### config.mk
export PLATFORM = sky130hd
export DESIGN_NAME = mem_master
export DESIGN_NICKNAME = d
export VERILOG_FILES = /design/src/rtl/mem_master.sv
export SDC_FILE = /design/constraint.sdc
export NUM_CORES = 1
export LEC_CHECK = 0
export CAP_MARGIN = 0
export CORE_ASPECT_RATIO = 1.4
export CORE_MARGIN = 8
export CORE_UTILIZATION = 52
export CTS_BUF_LIST = sky130_fd_sc_hd__clkbuf_8
export CTS_CLUSTER_DIAMETER = 120
export CTS_CLUSTER_SIZE = 20
export DETAILED_ROUTE_END_ITERATION = 10
export PLACE_DENSITY = 0.87
export SLEW_MARGIN = 20
export SYNTH_ARGS = -nofsm -noshare
export SYNTH_HDL_FRONTEND = slang
export SYNTH_SLANG_ARGS = --single-unit
### constraint.sdc
create_clock -name clk_i -period 2.68 [get_ports clk_i]
set_input_delay 0.402 -clock clk_i [delete_from_list [all_inputs] [get_ports clk_i]]
set_output_delay 0.402 -clock clk_i [all_outputs]
set_load 0.02 [all_outputs]
### src/rtl/mem_master.sv
// mem_master: burst command front end for a single-port word memory.
// Accepts one write or read burst at a time. Memory strobes (r_w, addr, wdata)
// are registered. Read data is captured RD_LAT cycles after the address issues
// and held for the downstream ready/valid handshake.
module mem_master #(
    parameter int unsigned ADDR_W = 4,
    parameter int unsigned DATA_W = 8,
    parameter int unsigned RD_LAT = 1    // legal range 1..4
) (
    input  logic              clk_i,
    input  logic              rst_ni,
    input  logic              cmd_valid_i,
    output logic              cmd_ready_o,
    input  logic              cmd_wr_i,
    input  logic [ADDR_W-1:0] cmd_addr_i,
    input  logic [ADDR_W-1:0] cmd_len_i,
    input  logic              wr_valid_i,
    input  logic [DATA_W-1:0] wr_data_i,
    output logic              wr_ready_o,
    output logic              rd_valid_o,
    output logic [DATA_W-1:0] rd_data_o,
    input  logic              rd_ready_i,
    output logic              r_w_o,
    output logic [ADDR_W-1:0] addr_o,
    output logic [DATA_W-1:0] wdata_o,
    input  logic [DATA_W-1:0] rdata_i,
    output logic              busy_o,
    output logic              done_o
);

    typedef enum logic [2:0] {
        S_IDLE,
        S_WR,
        S_RD_ISSUE,
        S_RD_WAIT,
        S_RD_HOLD,
        S_DONE
    } state_e;

    localparam logic [2:0] LAT_LOAD = 3'(RD_LAT);

    state_e            state_q, state_d;
    logic [ADDR_W-1:0] cur_addr_q, cur_addr_d;
    logic [ADDR_W-1:0] beats_left_q, beats_left_d;
    logic [2:0]        lat_q, lat_d;
    logic              r_w_q, r_w_d;
    logic [ADDR_W-1:0] addr_q, addr_d;
    logic [DATA_W-1:0] wdata_q, wdata_d;
    logic              rd_valid_q, rd_valid_d;
    logic [DATA_W-1:0] rd_data_q, rd_data_d;

    // State and datapath registers; reset abandons any burst in flight.
    always_ff @(posedge clk_i or negedge rst_ni) begin
        if (!rst_ni) begin
            state_q      <= S_IDLE;
            cur_addr_q   <= '0;
            beats_left_q <= '0;
            lat_q        <= '0;
            r_w_q        <= 1'b0;
            addr_q       <= '0;
            wdata_q      <= '0;
            rd_valid_q   <= 1'b0;
            rd_data_q    <= '0;
        end else begin
            state_q      <= state_d;
            cur_addr_q   <= cur_addr_d;
            beats_left_q <= beats_left_d;
            lat_q        <= lat_d;
            r_w_q        <= r_w_d;
            addr_q       <= addr_d;
            wdata_q      <= wdata_d;
            rd_valid_q   <= rd_valid_d;
            rd_data_q    <= rd_data_d;
        end
    end

    // Next-state and datapath update; r_w defaults low so it only pulses per accepted beat.
    always_comb begin
        state_d      = state_q;
        cur_addr_d   = cur_addr_q;
        beats_left_d = beats_left_q;
        lat_d        = lat_q;
        r_w_d        = 1'b0;
        addr_d       = addr_q;
        wdata_d      = wdata_q;
        rd_valid_d   = rd_valid_q;
        rd_data_d    = rd_data_q;

        unique case (state_q)
            S_IDLE: begin
                if (cmd_valid_i) begin
                    cur_addr_d   = cmd_addr_i;
                    beats_left_d = cmd_len_i;
                    if (cmd_wr_i) begin
                        state_d = S_WR;
                    end else begin
                        state_d = S_RD_ISSUE;
                    end
                end
            end
            S_WR: begin
                if (wr_valid_i) begin
                    r_w_d      = 1'b1;
                    addr_d     = cur_addr_q;
                    wdata_d    = wr_data_i;
                    cur_addr_d = cur_addr_q + 1'b1;
                    if (beats_left_q == '0) begin
                        state_d = S_DONE;
                    end else begin
                        beats_left_d = beats_left_q - 1'b1;
                    end
                end
            end
            S_RD_ISSUE: begin
                addr_d  = cur_addr_q;
                lat_d   = LAT_LOAD;
                state_d = S_RD_WAIT;
            end
            S_RD_WAIT: begin
                if (lat_q <= 3'd1) begin
                    lat_d      = '0;
                    rd_data_d  = rdata_i;
                    rd_valid_d = 1'b1;
                    state_d    = S_RD_HOLD;
                end else begin
                    lat_d = lat_q - 3'd1;
                end
            end
            S_RD_HOLD: begin
                if (rd_ready_i) begin
                    rd_valid_d = 1'b0;
                    cur_addr_d = cur_addr_q + 1'b1;
                    if (beats_left_q == '0) begin
                        state_d = S_DONE;
                    end else begin
                        beats_left_d = beats_left_q - 1'b1;
                        state_d      = S_RD_ISSUE;
                    end
                end
            end
            S_DONE: begin
                state_d = S_IDLE;
            end
            default: begin
                state_d = S_IDLE;
            end
        endcase
    end

    assign cmd_ready_o = (state_q == S_IDLE);
    assign wr_ready_o  = (state_q == S_WR);
    assign busy_o      = (state_q != S_IDLE);
    assign done_o      = (state_q == S_DONE);
    assign r_w_o       = r_w_q;
    assign addr_o      = addr_q;
    assign wdata_o     = wdata_q;
    assign rd_valid_o  = rd_valid_q;
    assign rd_data_o   = rd_data_q;

endmodule

## Word level (Yosys, flattened, before mapping)

Index checks and enable logic that the tools add are counted.

- Register bits after elaboration: 36
- Bits of input ports: 30
- Output and inout bits: 26
- Logic and storage cells: 62

- Add/subtract/negate cells: 3
- $lt $le $gt $ge: 1
- Equal/unequal tests: 10
- Muxes and demuxes: 26
- Reduce and logical (&&, ||, !) cells: 13

Operators by type and width:

| cell | count |
|---|---|
| 2-to-1 mux 4 bit | 8 |
| case mux 4 bit (3 select lines) | 2 |
| 2-to-1 mux 3 bit | 7 |
| case mux 3 bit (5 select lines) | 1 |
| != test 2 bit, second input constant | 4 |
| case mux 4 bit (2 select lines) | 1 |
| == test 3 x 2 -> 1 bit, second input constant | 2 |
| == test 3 bit, second input constant | 2 |
| case mux 3 bit (2 select lines) | 1 |
| AND reduction 2 bit | 3 |
| nonzero test 2 bit | 3 |
| nonzero test 3 bit | 2 |
| AND reduction 5 bit | 1 |
| adder 4 x 1 -> 4 bit, second input constant | 1 |
| logical NOT 4 bit | 1 |
| 2-to-1 mux 1 bit | 4 |
| AND reduction 4 bit | 1 |
| subtractor 4 x 1 -> 4 bit, second input constant | 1 |
| == test 3 x 1 -> 1 bit, second input constant | 1 |
| <= comparator 3 x 1 -> 1 bit, second input constant | 1 |
| logical NOT 3 bit | 1 |
| AND reduction 3 bit | 1 |
| subtractor 3 x 1 -> 3 bit, second input constant | 1 |
| 2-to-1 mux 2 bit | 1 |
| 2 further kinds | 2 |

## Depth between registers and ports, before layout

Gate-level depths: netlist of the first run.

- Depth in word-level cells: 4
- Gate-level depth with buffers: 6
- Depth with buffers taken out: 6

## Worst setup path after synthesis of the first run

Ideal clock, no wire load.

- Path kind: register -> output
- Start point: register state_q[1]
- End point: output port busy_o
- Arrival: 1604 ps
- Setup slack: 674 ps
- Stages on the path, launching flop included: 5
- Path through: dfrtp_1 -> buf_2 -> clkbuf_1 -> nor3_1 -> inv_1

- Longest elaborated chain between the ends: 1

RTL lines:

| item | line | text |
|---|---|---|
| from (decl) | 42 | `state_e state_q, state_d;` |
| from (signal assigned) | 65 | `state_q <= state_d;` |
| nonzero test 3 bit | 152 | `assign busy_o = (state_q != S_IDLE);` |
| to (decl) | 27 | `output logic busy_o,` |

Every way passes these cells.

## Final worst setup path of the first run

- Start point: register state_q[0]
- End point: output port wr_ready_o

- Longest elaborated chain between the ends: 1

RTL lines:

| item | line | text |
|---|---|---|
| == test 3 x 1 -> 1 bit | 151 | `assign wr_ready_o = (state_q == S_WR);` |
| to (decl) | 19 | `output logic wr_ready_o,` |

Every way passes these cells.

==> results_dict.tcl, run 1 <==
set metrics [dict create \
    synth_nets 195 \
    yosysSeqAreaShare_pct 49.4 \
    cp-start-kind "register" \
    maxCapViolCount 0 \
    hold_class "reg2reg" \
    cts_resized 0 \
    drc 0 \
    placed_cell_area_mm2 0.00241 \
    clk_latency_ns 0.29 \
    slew-limit-headroom_pct 57.2 \
    die_h_um 86.1 \
    finClkSkew_ns 0.00405 \
    ant_nets 0 \
    layout-area-overhead-vs-synth_pct 38.0 \
    fin_ws_ns 0.255 \
    holdCritStartpoint "rd_data_o[7]" \
    place_ws_ns 0.591 \
    post-route-util_pct 74.5 \
    synthArstFlopShare_pct 100 \
    worst-endpoint-arrival_ns 2.02 \
    status "finished clean" \
    place_hpwl_mm 3.53 \
    clock.fmax_ghz 0.412 \
    yosysTopAreaCell "dfrtp_1" \
    ys_types 45 \
    crit-reg2reg-launch "state_q[0]" \
    netlist_instances 161 \
    pin_count 56 \
    ctsHoldBuffers 0 \
    grt_pass1_vias 1580 \
    fp-row-count 25 \
    grtUsageTotal_pct 17.0 \
    die_width_um 66.0 \
    viasPerCell 5.67 \
    path_clk_slew_ns 0.07 \
    synth_top_area_share_pct 49.4 \
    ir_drop_uv 716 \
    synth_edf_count 0 \
    seqCellArea_um2 901 \
    numClockSinks 36 \
    rsz0062_at_grt "false" \
    whs_ns 0.492 \
    overflow 0 \
    yosys_warnings 0 \
    fin_crit_sh_pct 90.5 \
    final_net_count 253 \
    crit_start "state_q[0]" \
    diodes 0 \
    final_cell_mix "clkdlybuf4s50_1 (55), dfrtp_1 (36), mux2_2 (21)" \
    crit_path_end_kind "output port" \
    syn_area_per_cell_um2 11.3 \
    grt_pass1_wl_mm 7.45 \
    place.gp.congestion 0.826 \
    p_leak_nw 1.06 \
    clock_tree.buffer_depth 2 \
    synth_ff_type "dfrtp_1" \
    die-area_mm2 0.00568 \
    final_area_mm2 0.00252 \
    post-cts-setup-buffers 0 \
    drt_first_pass_iters 4 \
    dp.cells 252 \
    routed_wl_mm 4.56 \
    cts_tree "yes" \
    initial_utilization_pct 54.0 \
    numCtsBuffers 5 \
    ys_ff_latch 36 \
    drtIter0Drc 58 \
    htreeDepth 2 \
    grt_max_degree 37 \
    pwr_density_cell_mw_per_mm2 1280 \
    io_buffer_count 55 \
    crit_path_max_fanout 19 \
    clock-root-buffer "clkbuf_8" \
    worst_ep_required_time_ns 2.28 \
    min_period_ns 2.42 \
    drive_gt1_share_pct 17.3 \
    final.setup.tns_ns 0 \
    finalSetupViolCount 0 \
    hold_violations 0 \
    layout_commonest_cell "clkdlybuf4s50_1" \
    nFillCells 250 \
    worstSetupPathType "reg2out" \
    final_max_slew_viol_count 0 \
    synth.area.top_cells "dfrtp_1 (49%), mux2_2 (13%), ha_1 (2.7%)" \
    design_power_total_mw 3.22 \
    multi_input_area_um2 855 \
    core_area_mm2 0.00338 \
    synth_area_mm2 0.00182 \
    antenna_found_initial 0 \
    route.vias.total 1474 \
    routedWlPerCell_um 17.5 \
    worst_pin_slew_ns 0.641 \
    final_cells 260 \
]
cells by family after synthesis:
kind of cell / Yosys count / share of synthesized area, %
flip-flops: 36 / 49.4
XOR/XNOR: 1 / 0.892
AND/OR/NAND/NOR: 37 / 11.9
AO/OA/AOI/OAI: 40 / 15.0
buffers and inverters: 16 / 3.71
multiplexers: 27 / 16.3
adder cells (fa/ha/maj): 4 / 2.75
path summary, 6_finish.rpt:
path | slack (ns) | cells past startpoint | endpoint
hold / removal | 0.49 | 1 | rd_data_o[7]
hold reg to reg | 0.49 | 1 | rd_data_o[7]
max in group asynchronous | 1.83 | 2 | cur_addr_q[0]
setup reg to reg | 0.69 | 4 | rd_data_o[5]
setup / recovery | 0.26 | 3 | wr_ready_o
min in group asynchronous | 0.52 | 2 | beats_left_q[0]
power by group:
part           switching, mW  leakage, nW  total, mW  internal [mW]
Sequential             0.240        0.430       1.05          0.806
Combinational          0.856        0.566       1.71          0.857
Clock                  0.188       0.0593      0.460          0.272
Total                   1.28         1.06       3.22           1.93
flip-flops by register name, summed over array words and instances (netlist names):
register and cells:
addr_o 4, beats_left_q 4, cur_addr_q 4, lat_q 3, r_w_o 1, rd_data_o 8, rd_valid_o 1, state_q 3
wdata_o 8
worst max-delay path: stages, from the launching register on:
cell             delay (ns)
dfrtp_1                0.70
and2b_1                0.28
and2_1                 0.15
clkdlybuf4s50_1        0.61
cell usage after synthesis, types with 2 or more instances:
cell type,number
mux2i_1,5
o211ai_1,2
nor3_1,6
o21ai_1,3
o21ai_0,7
clkbuf_1,2
a21oi_1,7
dfrtp_1,36
o2bb2ai_1,2
and3_1,2
mux2_2,21
buf_2,3
nor4b_1,2
nor3b_1,2
ha_1,4
nand3_1,2
inv_1,9
nor2_1,6
o31ai_1,2
o22ai_1,4
a2bb2oi_1,3
a211oi_1,3
nand2_1,6
area by class of cell:
cell class / count / share of cell area [%]
Inverter: 10 / 1.49
Timing Repair Buffer: 57 / 22.5
Clock inverter: 3 / 1.54
Multi-Input combinational cell: 109 / 34.0
Clock buffer: 5 / 2.73
Tap cell: 40 / 1.99
Sequential cell: 36 / 35.8
routing by layer:
layer	part of all wire (%)	wire (um)	vias up	GRT usage (%)
met1	37	1670	710	17.2
li1	-	-	706	-
met2	54	2450	52	29.0
met5	0	0	-	0
met3	8.8	400	6	8.60
met4	0.96	44	0	6.24
Power figures use the tool's default switching activity.
==> inputs of run 2 (changes only) <==
MAX_ROUTING_LAYER = met4   (was unset)
==> results_dict.tcl, run 2 (same netlist as run 1, synthesis figures left out) <==
set metrics [dict create \
    rsz0062_at_grt "false" \
    critPathMaxStageDelay_ns 0.69 \
    crit_path_end_kind "output port" \
    nFillCells 250 \
    final_area_mm2 0.00252 \
    final_cell_mix "clkdlybuf4s50_1 (55), dfrtp_1 (36), mux2_2 (21)" \
    placed_cell_area_mm2 0.00241 \
    ctsHoldBuffers 0 \
    ant_nets 0 \
    die_h_um 86.1 \
    finClkSkew_ns 0.00469 \
    pin_count 56 \
    cp.depth 3 \
    cp_slowest_cell "dfrtp_1" \
    finalSetupViolCount 0 \
    htreeDepth 2 \
    place.gp.congestion 0.838 \
    numClockSinks 36 \
    min_period_ns 2.42 \
    initial_utilization_pct 54.0 \
    clock_tree.buffer_depth 2 \
    drtIter0Drc 57 \
    drt_first_pass_iters 4 \
    grt_max_degree 37 \
    routedWlPerCell_um 17.6 \
    drive_gt1_share_pct 17.3 \
    maxCapViolCount 0 \
    routed_wl_mm 4.56 \
    hold_violations 0 \
    worstSetupPathType "reg2out" \
    grt_pass1_wl_mm 7.44 \
    cp-start-kind "register" \
    post-cts-setup-buffers 0 \
    p_leak_nw 1.06 \
    worst_pin_slew_ns 0.646 \
    worst_ep_required_time_ns 2.28 \
    final.setup.tns_ns 0 \
    route.vias.total 1462 \
    antenna_found_initial 0 \
    cts_resized 0 \
    grt_pass1_vias 1582 \
    numCtsBuffers 5 \
    status "finished clean" \
    hold_class "reg2reg" \
    crit_path_max_fanout 19 \
    layout_commonest_cell "clkdlybuf4s50_1" \
    ir_drop_uv 715 \
    fp-row-count 25 \
    reg2reg_depth 4 \
    path_clk_slew_ns 0.07 \
    clock-root-buffer "clkbuf_8" \
    clock.fmax_ghz 0.413 \
    die_width_um 66.0 \
    pwr_density_cell_mw_per_mm2 1280 \
    drc 0 \
    io_buffer_count 55 \
    grtUsageTotal_pct 17.5 \
    design_power_total_mw 3.22 \
    final_max_slew_viol_count 0 \
    cp.buffers_inverters 1 \
    hold_depth 1 \
    diodes 0 \
    layout-area-overhead-vs-synth_pct 38.0 \
    die-area_mm2 0.00568 \
    overflow 0 \
    core_area_mm2 0.00338 \
    cts_tree "yes" \
    fin_crit_sh_pct 90.3 \
    worst-endpoint-arrival_ns 2.02 \
    viasPerCell 5.62 \
    crit_path_cell_trace "and2b_1 > and2_1 > clkdlybuf4s50_1" \
    final_net_count 253 \
    clk_latency_ns 0.29 \
    place_hpwl_mm 3.53 \
    critical-path-top-delay-family "flip-flops" \
    slew-limit-headroom_pct 56.8 \
]
run 2: cell counts in the layout (fill, tap and decap cells not counted):
Identical to the previous run, type by type.
run 2: final cells by class:
type / instances / area (um2) / area share, %
clock inverter: 3 / 38.8 / 1.54
sequential: 36 / 901 / 35.8
timing repair buffer: 57 / 566 / 22.5
multi-input combinational: 109 / 855 / 34.0
inverter: 10 / 37.5 / 1.49
tap: 40 / 50.0 / 1.99
clock buffer: 5 / 68.8 / 2.73
run 2: where the power goes:
group          leakage, nW  internal, mW  switching (mW)  total (mW)
combinational        0.566         0.857           0.857        1.71
clock               0.0593         0.272           0.188       0.460
sequential           0.430         0.806           0.239        1.05
run 2: worst paths after layout:
path	start	endpoint	slack, ns
worst max register to register	state_q[0]	rd_data_o[5]	0.69
worst max-delay path	state_q[0]	wr_ready_o	0.26
min in group asynchronous	rst_ni	beats_left_q[0]	0.53
worst min-delay path	rd_data_o[7]	rd_data_o[7]	0.49
worst min register to register	rd_data_o[7]	rd_data_o[7]	0.49
max in group asynchronous	rst_ni	cur_addr_q[0]	1.83
run 2: per-layer routing:
layer	track usage (%)	share of wire [%]
met5	-	0
met4	6.24	0.96
met3	6.26	5.9
met2	29.0	53
met1	18.7	40
run 2: stage by stage:
stage | std cells | setup WS (ns) | util (%) | hold slack (ns)
floorplan | 161 | 0.674 | - | 0.106
global placement | 252 | 0.619 | 71.3 | 0.475
detailed placement | 252 | 0.591 | 71.3 | 0.484
CTS | 260 | 0.260 | 74.5 | 0.500
global route | 260 | 0.131 | 74.5 | 0.525
finish | 260 | 0.260 | 74.5 | 0.490
==> inputs of run 3 (changes only) <==
ABC_AREA = 1   (was unset)
==> results_dict.tcl, run 3 <==
set metrics [dict create \
    status "finished clean" \
    core_area_mm2 0.00338 \
    antenna_found_initial 0 \
    worst-endpoint-arrival_ns 1.76 \
    finClkSkew_ns 0.00892 \
    hold_violations 0 \
    min_period_ns 2.16 \
    cts_tree "yes" \
    place.gp.congestion 0.830 \
    overflow 0 \
    synth_nets 273 \
    r2r_end "addr_o[0]" \
    die_h_um 86.1 \
    post-cts-setup-buffers 0 \
    hold_class "reg2reg" \
    worst_pin_slew_ns 0.450 \
    rsz0062_at_grt "false" \
    yosys_warnings 0 \
    worst_ep_required_time_ns 2.28 \
    final_cell_mix "nand2_1 (119), clkdlybuf4s50_1 (55), dfrtp_1 (36)" \
    synthArstFlopShare_pct 100 \
    grt_max_degree 37 \
    maxCapViolCount 0 \
    fin_ws_ns 0.519 \
    ctsHoldBuffers 0 \
    ys_types 25 \
    drc 0 \
    crit_start "state_q[0]" \
    reg2reg_depth 7 \
    cp_slowest_cell "clkdlybuf4s50_1" \
    layout_commonest_cell "nand2_1" \
    layout-area-overhead-vs-synth_pct 38.2 \
    io_buffer_count 55 \
    critical-path-top-delay-family "buffers and inverters" \
    setup.worst_path.end "cmd_ready_o" \
    synth_area_mm2 0.00182 \
    final_net_count 335 \
    routed_wl_mm 4.39 \
    cp.depth 4 \
    clk_latency_ns 0.29 \
    crit_path_max_fanout 7 \
    clock-root-buffer "clkbuf_8" \
    drtIter0Drc 94 \
    pwr_density_cell_mw_per_mm2 1250 \
    slew-limit-headroom_pct 70.0 \
    rrSetupSlack_ns 1.16 \
    clock_tree.buffer_depth 2 \
    synth_top_area_share_pct 49.4 \
    numClockSinks 36 \
    critPathMaxStageDelay_ns 0.60 \
    synthTopCellsByCount "nand2_1 (119), dfrtp_1 (36), nand3_1 (19)" \
    route.vias.total 1701 \
    worstSetupPathType "reg2out" \
    path_clk_slew_ns 0.07 \
    ir_drop_uv 711 \
    syn_area_per_cell_um2 7.63 \
    crit_path_cell_trace "nor2_2 > nand2_2 > inv_1 > clkdlybuf4s50_1" \
    final.setup.tns_ns 0 \
    diodes 0 \
    routedWlPerCell_um 12.8 \
    fin_crit_sh_pct 80.6 \
    pin_count 56 \
    synth.area.top_cells "dfrtp_1 (49%), nand2_1 (25%), nand3_1 (5.2%)" \
    cp.buffers_inverters 2 \
    place_ws_ns 0.813 \
    grt_pass1_vias 1596 \
    place_hpwl_mm 3.35 \
    grtUsageTotal_pct 16.9 \
    cts_resized 0 \
    grt_pass1_wl_mm 7.42 \
    clock.fmax_ghz 0.463 \
    netlist_instances 239 \
    yosysSeqAreaShare_pct 49.4 \
    initial_utilization_pct 54.0 \
    crit_path_end_kind "output port" \
    p_leak_nw 1.32 \
    die-area_mm2 0.00568 \
    synth.most_common_cell "nand2_1" \
    die_width_um 66.0 \
    viasPerCell 4.97 \
    drt_first_pass_iters 4 \
    synth_edf_count 0 \
    numCtsBuffers 5 \
    synth_ff_type "dfrtp_1" \
    finalSetupViolCount 0 \
    drive_gt1_share_pct 9.27 \
    ant_nets 0 \
    cp-start-kind "register" \
    crit-reg2reg-launch "state_q[1]" \
    yosysTopAreaCell "dfrtp_1" \
    fp-row-count 25 \
    htreeDepth 2 \
    ys_ff_latch 36 \
    design_power_total_mw 3.16 \
    final_max_slew_viol_count 0 \
]
## run 3: cell type report
type / count / area (um2)
sequential: 36 / 901
tap: 40 / 50.0
multi-input combinational: 177 / 823
timing repair buffer: 56 / 558
clock buffer: 6 / 82.6
clock inverter: 2 / 11.3
inverter: 25 / 93.8
fill: 259 / 858
## run 3: layer usage
layer	vias to the layer above	global-route usage, %	part of all wire, %
met5	-	-	0
met4	0	7.60	2.2
met3	8	3.91	5.0
met2	38	27.4	51
met1	792	19.1	42
li1	863	-	-
## run 3: worst min-delay path by stage
| stage | startpoint | cells after the start | end | slack, ns |
|---|---|---|---|---|
| 5_1_grt | wdata_o[4] | 2 | wdata_o[4] | 0.50 |
| 2_1_floorplan | rst_ni | 0 | addr_o[0] | 0.11 |
| 4_1_cts | rd_data_o[6] | 2 | rd_data_o[6] | 0.48 |
| 6_report | rd_data_o[6] | 2 | rd_data_o[6] | 0.47 |
| 3_5_place_dp | rd_data_o[6] | 2 | rd_data_o[6] | 0.46 |
| 3_3_place_gp | rd_data_o[4] | 2 | rd_data_o[4] | 0.45 |
## run 3: cell families after synthesis
kind of cell             count (synthesis)  share of synthesized area, %
AND/OR/NAND/NOR                        163                          39.1
adder cells (fa/ha/maj)                  4                          2.75
buffers and inverters                   26                          5.42
flip-flops                              36                          49.4
XOR/XNOR                                 2                         0.961
AO/OA/AOI/OAI                            8                          2.40
## run 3: tightest hold or removal path, stage by stage (launching register included)
cell	delay, ns
dfrtp_1	0.34
nand2_1	0.05
nand2_1	0.05
## run 3: through the flow
stage          std cells  util (%)  instance area (um2)  hold WS, ns
2_1_floorplan        239         -                 1820        0.106
3_3_place_gp         334      71.8                 2430        0.453
5_1_grt              342      74.6                 2520        0.499
4_1_cts              342      74.6                 2520        0.475
6_report             342      74.6                 2520        0.473
3_5_place_dp         334      71.8                 2430        0.459
## run 3: where the power goes
| part | switching, mW | leakage (nW) | internal (mW) |
|---|---|---|---|
| combinational | 1.07 | 0.826 | 0.731 |
| clock | 0.186 | 0.0486 | 0.205 |
| sequential | 0.169 | 0.447 | 0.803 |
